`src/rtl/op_pkt_fifo_pkg.sv`:
```
// Shared widths and mode encodings for the operation packet FIFO.
// Imported by op_pkt_fifo and op_pkt_fifo_mem.
package op_pkt_fifo_pkg;

  localparam int NUM_MODES      = 3;
  localparam int RES_WIDTH      = 8;
  localparam int DEF_DATA_WIDTH = 16;
  localparam int DEF_DEPTH      = 8;

  localparam logic [NUM_MODES-1:0] MODE_EXP = 3'b001;
  localparam logic [NUM_MODES-1:0] MODE_SIN = 3'b010;
  localparam logic [NUM_MODES-1:0] MODE_COS = 3'b100;

  localparam int OP_PKT_W =
    NUM_MODES + RES_WIDTH + DEF_DATA_WIDTH;

  function automatic int pkt_w(input int dw);
    return NUM_MODES + RES_WIDTH + dw;
  endfunction

endpackage

```
`src/rtl/op_pkt_fifo_mem.sv`:
```
// Packet storage: DEPTH x W register array, one write port,
// one synchronous read port whose register clears on reset.
module op_pkt_fifo_mem
  import op_pkt_fifo_pkg::*;
#(
  parameter int W      = OP_PKT_W,
  parameter int DEPTH  = DEF_DEPTH,
  parameter int ADDR_W = $clog2(DEPTH)
) (
  input  logic              clk,
  input  logic              rst_n,
  input  logic              we_i,
  input  logic [ADDR_W-1:0] waddr_i,
  input  logic [W-1:0]      wdata_i,
  input  logic              re_i,
  input  logic [ADDR_W-1:0] raddr_i,
  output logic [W-1:0]      rdata_o
);

  logic [W-1:0] mem_q [DEPTH];
  logic [W-1:0] rdata_q;

  always_ff @(posedge clk) begin
    if (we_i) begin
      mem_q[waddr_i] <= wdata_i;
    end
  end

  always_ff @(posedge clk) begin
    if (!rst_n) begin
      rdata_q <= '0;
    end else if (re_i) begin
      rdata_q <= mem_q[raddr_i];
    end
  end

  assign rdata_o = rdata_q;

endmodule

```
`src/rtl/op_pkt_fifo.sv`:
```
// Operation packet FIFO in front of the control FSM.
// Optional OP_PKT_FIFO_STATS_EN adds acc_cnt and underflow outputs.
module op_pkt_fifo
  import op_pkt_fifo_pkg::*;
#(
  parameter int    DATA_WIDTH = DEF_DATA_WIDTH,
  parameter int    DEPTH      = DEF_DEPTH,
  localparam int   ADDR_W     = $clog2(DEPTH)
) (
  input  logic                  clk,
  input  logic                  rst_n,
  input  logic                  in_valid,
  output logic                  in_ready,
  input  logic [NUM_MODES-1:0]  in_mode,
  input  logic [RES_WIDTH-1:0]  in_res,
  input  logic [DATA_WIDTH-1:0] in_x,
  input  logic                  rd_fifo,
  output logic                  op_pkt_available,
  output logic [NUM_MODES-1:0]  pkt_mode,
  output logic [RES_WIDTH-1:0]  pkt_res,
  output logic [DATA_WIDTH-1:0] pkt_x,
  output logic                  pkt_vld,
`ifdef OP_PKT_FIFO_STATS_EN
  output logic [15:0]           acc_cnt,
  output logic                  underflow,
`endif
  output logic [ADDR_W:0]       fill_cnt
);

  localparam int PW = pkt_w(DATA_WIDTH);

  logic [ADDR_W:0] wr_ptr_q, wr_ptr_d;
  logic [ADDR_W:0] rd_ptr_q, rd_ptr_d;
  logic            vld_q;
  logic            full, empty;
  logic            we, re;
  logic [PW-1:0]   rdata;

  assign full = (wr_ptr_q[ADDR_W] != rd_ptr_q[ADDR_W]) &&
    (wr_ptr_q[ADDR_W-1:0] == rd_ptr_q[ADDR_W-1:0]);
  assign empty = (wr_ptr_q == rd_ptr_q);

  assign we = in_valid && !full;
  assign re = rd_fifo && !empty;

  always_comb begin
    wr_ptr_d = wr_ptr_q;
    rd_ptr_d = rd_ptr_q;
    if (we) wr_ptr_d = wr_ptr_q + 1'b1;
    if (re) rd_ptr_d = rd_ptr_q + 1'b1;
  end

  always_ff @(posedge clk) begin
    if (!rst_n) begin
      wr_ptr_q <= '0;
      rd_ptr_q <= '0;
      vld_q    <= 1'b0;
    end else begin
      wr_ptr_q <= wr_ptr_d;
      rd_ptr_q <= rd_ptr_d;
      vld_q    <= re;
    end
  end

  op_pkt_fifo_mem #(
    .W     (PW),
    .DEPTH (DEPTH)
  ) u_mem (
    .clk     (clk),
    .rst_n   (rst_n),
    .we_i    (we),
    .waddr_i (wr_ptr_q[ADDR_W-1:0]),
    .wdata_i ({in_mode, in_res, in_x}),
    .re_i    (re),
    .raddr_i (rd_ptr_q[ADDR_W-1:0]),
    .rdata_o (rdata)
  );

  assign in_ready         = !full;
  assign op_pkt_available = !empty;
  assign fill_cnt         = wr_ptr_q - rd_ptr_q;
  assign pkt_vld          = vld_q;
  assign pkt_mode = rdata[PW-1 -: NUM_MODES];
  assign pkt_res  = rdata[DATA_WIDTH +: RES_WIDTH];
  assign pkt_x    = rdata[DATA_WIDTH-1:0];

`ifdef OP_PKT_FIFO_STATS_EN
  logic [15:0] acc_cnt_q, acc_cnt_d;
  logic        uflow_q, uflow_d;

  always_comb begin
    acc_cnt_d = acc_cnt_q;
    uflow_d   = uflow_q;
    if (we && acc_cnt_q != 16'hFFFF)
      acc_cnt_d = acc_cnt_q + 16'd1;
    if (rd_fifo && empty)
      uflow_d = 1'b1;
  end

  always_ff @(posedge clk) begin
    if (!rst_n) begin
      acc_cnt_q <= '0;
      uflow_q   <= 1'b0;
    end else begin
      acc_cnt_q <= acc_cnt_d;
      uflow_q   <= uflow_d;
    end
  end

  assign acc_cnt   = acc_cnt_q;
  assign underflow = uflow_q;
`endif

endmodule

```
`config.mk`:
```
export PLATFORM = sky130hd
export DESIGN_NAME = op_pkt_fifo
export DESIGN_NICKNAME = d
export VERILOG_FILES = /design/src/rtl/op_pkt_fifo_pkg.sv /design/src/rtl/op_pkt_fifo_mem.sv /design/src/rtl/op_pkt_fifo.sv
export SDC_FILE = /design/constraint.sdc
export NUM_CORES = 1
export LEC_CHECK = 0
export CORE_ASPECT_RATIO = 1.2
export CORE_MARGIN = 10
export CORE_UTILIZATION = 55
export DETAILED_ROUTE_END_ITERATION = 12
export PLACE_DENSITY = 0.75
export SYNTH_ARGS = -nofsm -noshare
export SYNTH_HDL_FRONTEND = slang
export SYNTH_SLANG_ARGS = --single-unit
```
`constraint.sdc`:
```
create_clock -name clk -period 6.1 [get_ports clk]
set_input_delay 1.22 -clock clk [delete_from_list [all_inputs] [get_ports clk]]
set_output_delay 1.22 -clock clk [all_outputs]
set_load 0.03 [all_outputs]
```
==> reports/metrics.cfg, run 1 <==
[outcome]
outcome = completed

[critical_path]
worst-path-buf-inv = 3
max_stage_delay_ns = 0.63
start_kind = register
cp-end-kind = output port
critPathMaxFanout = 57
cp.depth = 6
path_class = register to output port
critical_path_arrival_ns = 3.19
reg2reg_depth = 8
crit_family = buffers and inverters
worstPathCellList = buf_4, inv_1, ha_1, and3_1, nand2_1, clkdlybuf4s50_1
worstPathRequired_ns = 4.88
crit_slowest_cell = clkdlybuf4s50_1

[global_routing]
grt_pass1_vias = 4958
grt_pass1_wl_um = 28410
grt_overflow_total = 0
grt_max_degree = 58
grtUsageTotal_pct = 15.69
antenna_found_initial = 0

[place]
io_buffers = 64
dpl.hpwl_um = 10040
gp_congestion = 0.7939

[pwr]
peakVddDrop_mv = 0.2113
p_leak_uw = 0.003575
powerDensity_mw_per_mm2 = 359.5
total_power_uw = 4037

[die]
core_mm2 = 0.01698
fp.dieW_um = 140.3
placementRows = 52
io_pins = 65
dieArea_mm2 = 0.02304
die_h_um = 164.3
initial_core_util_pct = 56.20

[timing]
setup_viol = 0
setup_tns_ns = 0
grt_setup_unrepaired = false
worstMarginPinSlew_ns = 1.066
finalCritPeriodShare_pct = 72.23
skew_ns = 0.006807
hold_viol = 0
slew_headroom_pct = 28.80
layout_min_cycle_time_ns = 4.406
maxClockFrequency_mhz = 227.0
drv_slew = 0

[route]
route.vias.total = 4636
routed_wl_um = 18300
drt-initial-drc-count = 365
drc_errors = 0
ant_nets = 0
drt-vias-per-instance = 5.913
drtPass1Iterations = 4
post_drt_wl_per_cell_um = 23.34

[synthesis]
synthTopCellsByArea = edfxtp_1 68%, mux4_2 13%, dfxtp_1 7.6%, mux2i_1 2.9%, a21oi_1 1.5%
syn_nets = 512
synth_top_area_share_pct = 67.96
seq_area_frac_synth_pct = 75.51
synth-seq-cells = 252
syn-mean-instance-area_um2 = 20.09
synth_top_cell_by_area = edfxtp_1
yosysWarnings = 0
syn_area_mm2 = 0.009544
synth_cell_types = 32
synth_cells = 475

[final_layout]
syn_to_final_growth_pct = 17.66
drive_gt1_share_pct = 20.07
layout.nets = 587
n_antenna_cell = 0

[job]
drv_cap = 0

[clocking]
cts_buffer_depth = 3
cts_setup_buffers = 0
clk_pin_slew_worst_paths_ns = 0.06
clk_latency_ns = 0.51
clock-root-buffer = clkbuf_16
post_cts_resized = 0
htreeDepth = 1
cts_hold_buffers = 0
cts_tree = yes
cts_num_sinks = 252
cts_inserted_buffers = 24

[min_path]
hold_path_class = register to register
whs_path_depth = 2

state kept, by name (all words and copies together), names as in the netlist:
signal / cells
pkt_vld: 1
wr_ptr_q: 4
rd_ptr_q: 4
u_mem.mem_q: 216
u_mem.rdata_o: 27
worst reg2reg max path, stage by stage (launching register included):
cell and delay [ns]:
dfxtp_2 0.32, buf_4 0.62, inv_1 0.18, ha_1 0.41
and3_1 0.29, nand2_1 0.16, nand3_1 0.28, nor3_2 0.75
buf_4 0.47
through the flow:
stage | hold slack (ns) | setup slack, ns | utilization, % | cell area (um^2) | std cells
floorplan | 0.5164 | 1.625 | - | 9544 | 475
global placement | 0.4954 | 2.342 | 61.50 | 10440 | 740
detailed placement | 0.5009 | 2.250 | 61.50 | 10440 | 740
CTS | 0.5102 | 1.665 | 66.13 | 11230 | 784
global route | 0.5348 | 1.530 | 66.13 | 11230 | 784
finish | 0.5092 | 1.694 | 66.13 | 11230 | 784
power by group:
group	leakage, uW	total (uW)	switching, uW	internal (uW)
Clock	0.000390	1460	592	868
Combinational	0.000926	592	345	246
Sequential	0.00226	1980	32.9	1950
Total	0.00358	4040	970	3070
worst paths after layout:
| check | from | end | slack (ns) |
|---|---|---|---|
| hold reg to reg | rd_ptr_q[1]$_SDFFE_PN0P_ | rd_ptr_q[1]$_SDFFE_PN0P_ | 0.51 |
| setup reg to reg | rd_ptr_q[2]$_SDFFE_PN0P_ | u_mem.mem_q[4][23]$_DFFE_PP_ | 2.29 |
| hold / removal | rd_ptr_q[1]$_SDFFE_PN0P_ | rd_ptr_q[1]$_SDFFE_PN0P_ | 0.51 |
| setup / recovery | rd_ptr_q[2]$_SDFFE_PN0P_ | in_ready | 1.69 |
layout make-up:
class	count	area, um^2
inverters	7	26.28
multi-input cells	190	2211
flip-flops and latches	252	7213
clock inverters	11	100.1
repair buffers	75	723.2
fillers	1055	5752
clock buffers	33	685.7
well taps	216	270.3
per-layer routing:
metal	vias up	wire length, um	share of wire (%)	track usage [%]
li1	2083	-	-	-
met1	2397	7265	40	18.53
met2	118	9715	53	27.90
met3	38	821	4.5	2.802
met4	0	498	2.7	6.156
met5	-	0	0	0
cell usage after synthesis (all sizes together):
master and instances:
nand3 4, clkbuf 7, nand2b 1, buf 19
xnor2 6, nor4 2, edfxtp 216, o31ai 1
o211ai 2, nand4 1, dfxtp 36, mux4 54
a21oi 29, nor3 3, o21ai 29, inv 7
fa 1, and2 5, and3 1, nor2 2
a21boi 3, nand2 10, xor2 2, ha 5
mux2i 28, a21o 1
logic make-up after synthesis:
kind of cell | count (synthesis) | synth area share [%]
DFF | 252 | 75.51
and+or+nand+nor | 29 | 1.495
adders and majority gates | 6 | 0.8652
xor gates and xnor gates | 8 | 0.8129
muxes | 82 | 15.68
AOI/OAI and AO/OA | 65 | 3.671
buffers and inverters | 33 | 1.967
layout by cell type (no fill, tap or decap), types with 5 or more instances in the layout:
cell type,Yosys,routed
a21oi_1,29,28
and2_1,5,5
buf_4,1,11
clkbuf_1,7,5
clkbuf_16,0,25
clkdlybuf4s50_1,0,64
clkinv_2,0,5
dfxtp_1,36,33
edfxtp_1,216,216
ha_1,5,5
inv_1,7,7
mux2i_1,28,28
mux4_2,54,54
nand2_1,10,10
o21ai_0,24,24
xnor2_1,5,5
Note: power is estimated with default switching activity, not from simulation.
==> run 2, diff against run 1 <==
CORE_UTILIZATION = 53   (was 55)
PLACE_DENSITY = 0.76   (was 0.75)
clock period = 3.6 ns   (was 6.1 ns; I/O delays follow)
==> reports/metrics.cfg, run 2 (synthesis results as in run 1) <==
[global_routing]
grt_pass1_wl_um = 28940
met2_usage_pct = 27.40
antenna_found_initial = 0
grt_util_met3_pct = 2.788
grtUsageTotal_pct = 15.62
grt_max_degree = 58
grt_pass1_vias = 4973
grt_overflow_total = 0
met1_usage_pct = 19.35
grt-busiest-layer = met2

[timing]
skew_ns = 0.008257
hold_ws_ns = 0.5286
maxClockFrequency_mhz = 294.8
layout_min_cycle_time_ns = 3.392
setup_viol = 0
grt_setup_unrepaired = false
drv_slew = 0
worstMarginPinSlew_ns = 0.7885
setup_tns_ns = 0
finalCritPeriodShare_pct = 94.23
slew_headroom_pct = 47.43
hold_viol = 0

[pwr]
clockPowerShare_pct = 35.7
power_switching_uw = 1625
peakVddDrop_mv = 0.4102
total_power_uw = 6777
p_leak_uw = 0.003584
powerDensity_mw_per_mm2 = 601.6
netSwitchingFraction_pct = 23.98
seqPwrFrac_pct = 49.6
p_comb_share_pct = 14.6
p_int_uw = 5151

[die]
io_pins = 65
initial_core_util_pct = 54.11
fp.dieW_um = 142.5
placementRows = 53
core_mm2 = 0.01764
dieArea_mm2 = 0.02380
die_h_um = 167

[clocking]
cts_num_sinks = 252
cts_tree = yes
clk_pin_slew_worst_paths_ns = 0.06
clock-root-buffer = clkbuf_16
cts_hold_buffers = 0
cts_setup_buffers = 0
cts_inserted_buffers = 24
cts_buffer_depth = 3
clk_latency_ns = 0.51
post_cts_resized = 0
htreeDepth = 1

[final_layout]
n_antenna_cell = 0
top_register = u_mem.mem_q
syn_to_final_growth_pct = 18.03
drive_gt1_share_pct = 20.28
largest_reg_flops = 216
layout.nets = 591
layout_common_cells = 216 x edfxtp_1, 64 x clkdlybuf4s50_1, 54 x mux4_2
mostFrequentLayoutCell = edfxtp_1
fill_cells = 1190

[critical_path]
critical_path_arrival_ns = 2.67
setup.worst_path.end = fill_cnt[2]
worstSetupStartpoint = wr_ptr_q[0]$_SDFFE_PN0P_
reg2reg_depth = 7
crit_slowest_cell = clkdlybuf4s50_1
start_kind = register
worstPathRequired_ns = 2.88
worstPathCellList = inv_1, ha_1, fa_1, xnor2_1, clkdlybuf4s50_1
r2r_slack_ns = 0.78
max_stage_delay_ns = 0.69
critPathMaxFanout = 7
path_class = register to output port
r2r_end = u_mem.mem_q[5][15]$_DFFE_PP_
rr_startpoint = wr_ptr_q[0]$_SDFFE_PN0P_
cp-end-kind = output port

[min_path]
whs_path_depth = 3
hold_path_class = register to register

[outcome]
outcome = completed

[route]
routed_wl_um = 18260
drt-vias-per-instance = 5.768
route.vias.total = 4568
drt-initial-drc-count = 338
drtPass1Iterations = 5
drc_errors = 0
post_drt_wl_per_cell_um = 23.05
ant_nets = 0

[place]
io_buffers = 64
dpl.hpwl_um = 10300
gp_congestion = 0.7792

[job]
drv_cap = 0

-- run 2: area by class of cell --
type	count	area, um^2	share of cell area (%)
clock buffers	37	710.7	6.309
clock inverters	7	56.30	0.4998
inverters	7	26.28	0.2333
multi-input cells	190	2217	19.68
flip-flops and latches	252	7213	64.03
well taps	220	275.3	2.444
repair buffers	79	765.7	6.798
-- run 2: power by group through the flow --
stage               Clock (uW)  Sequential [uW]  Combinational, uW
global placement             0             3420                985
CTS                       2470             3360               1010
detailed placement           0             3430               1000
global route              2580             3380               1070
floorplan                    0             3550                507
finish                    2420             3360                992
-- run 2: worst max-delay path, delay by kind of cell, from the launching register on --
family	cells	cell delay (ns)
fa+ha+maj	2	0.62
buf+inv	2	0.85
flops	1	0.53
xor+xnor	1	0.16
-- run 2: worst min-delay path by stage --
stage	to	startpoint
after floorplan	wr_ptr_q[1]$_SDFFE_PN0P_	wr_ptr_q[1]$_SDFFE_PN0P_
after global placement	u_mem.rdata_o[6]$_SDFFE_PN0P_	u_mem.rdata_o[6]$_SDFFE_PN0P_
after detailed placement	u_mem.rdata_o[5]$_SDFFE_PN0P_	u_mem.rdata_o[5]$_SDFFE_PN0P_
after CTS	u_mem.rdata_o[5]$_SDFFE_PN0P_	u_mem.rdata_o[5]$_SDFFE_PN0P_
after global routing	u_mem.rdata_o[4]$_SDFFE_PN0P_	u_mem.rdata_o[4]$_SDFFE_PN0P_
final	rd_ptr_q[2]$_SDFFE_PN0P_	rd_ptr_q[2]$_SDFFE_PN0P_
-- run 2: through the flow --
stage	utilization, %	setup slack [ns]	instances	area, um^2
CTS	63.86	0.1949	792	11260
finish	63.86	0.2076	792	11260
floorplan	-	-0.8749	475	9549
global route	63.86	0.1158	792	11260
global placement	59.51	0.8039	748	10500
detailed placement	59.51	0.7400	748	10500
-- run 2: layer usage --
metal  routed length (um)  vias to the layer above
met4                  258                        0
met2                10010                      133
met3                 1025                       22
li1                     -                     2083
met5                    0                        -
met1                 6964                     2330
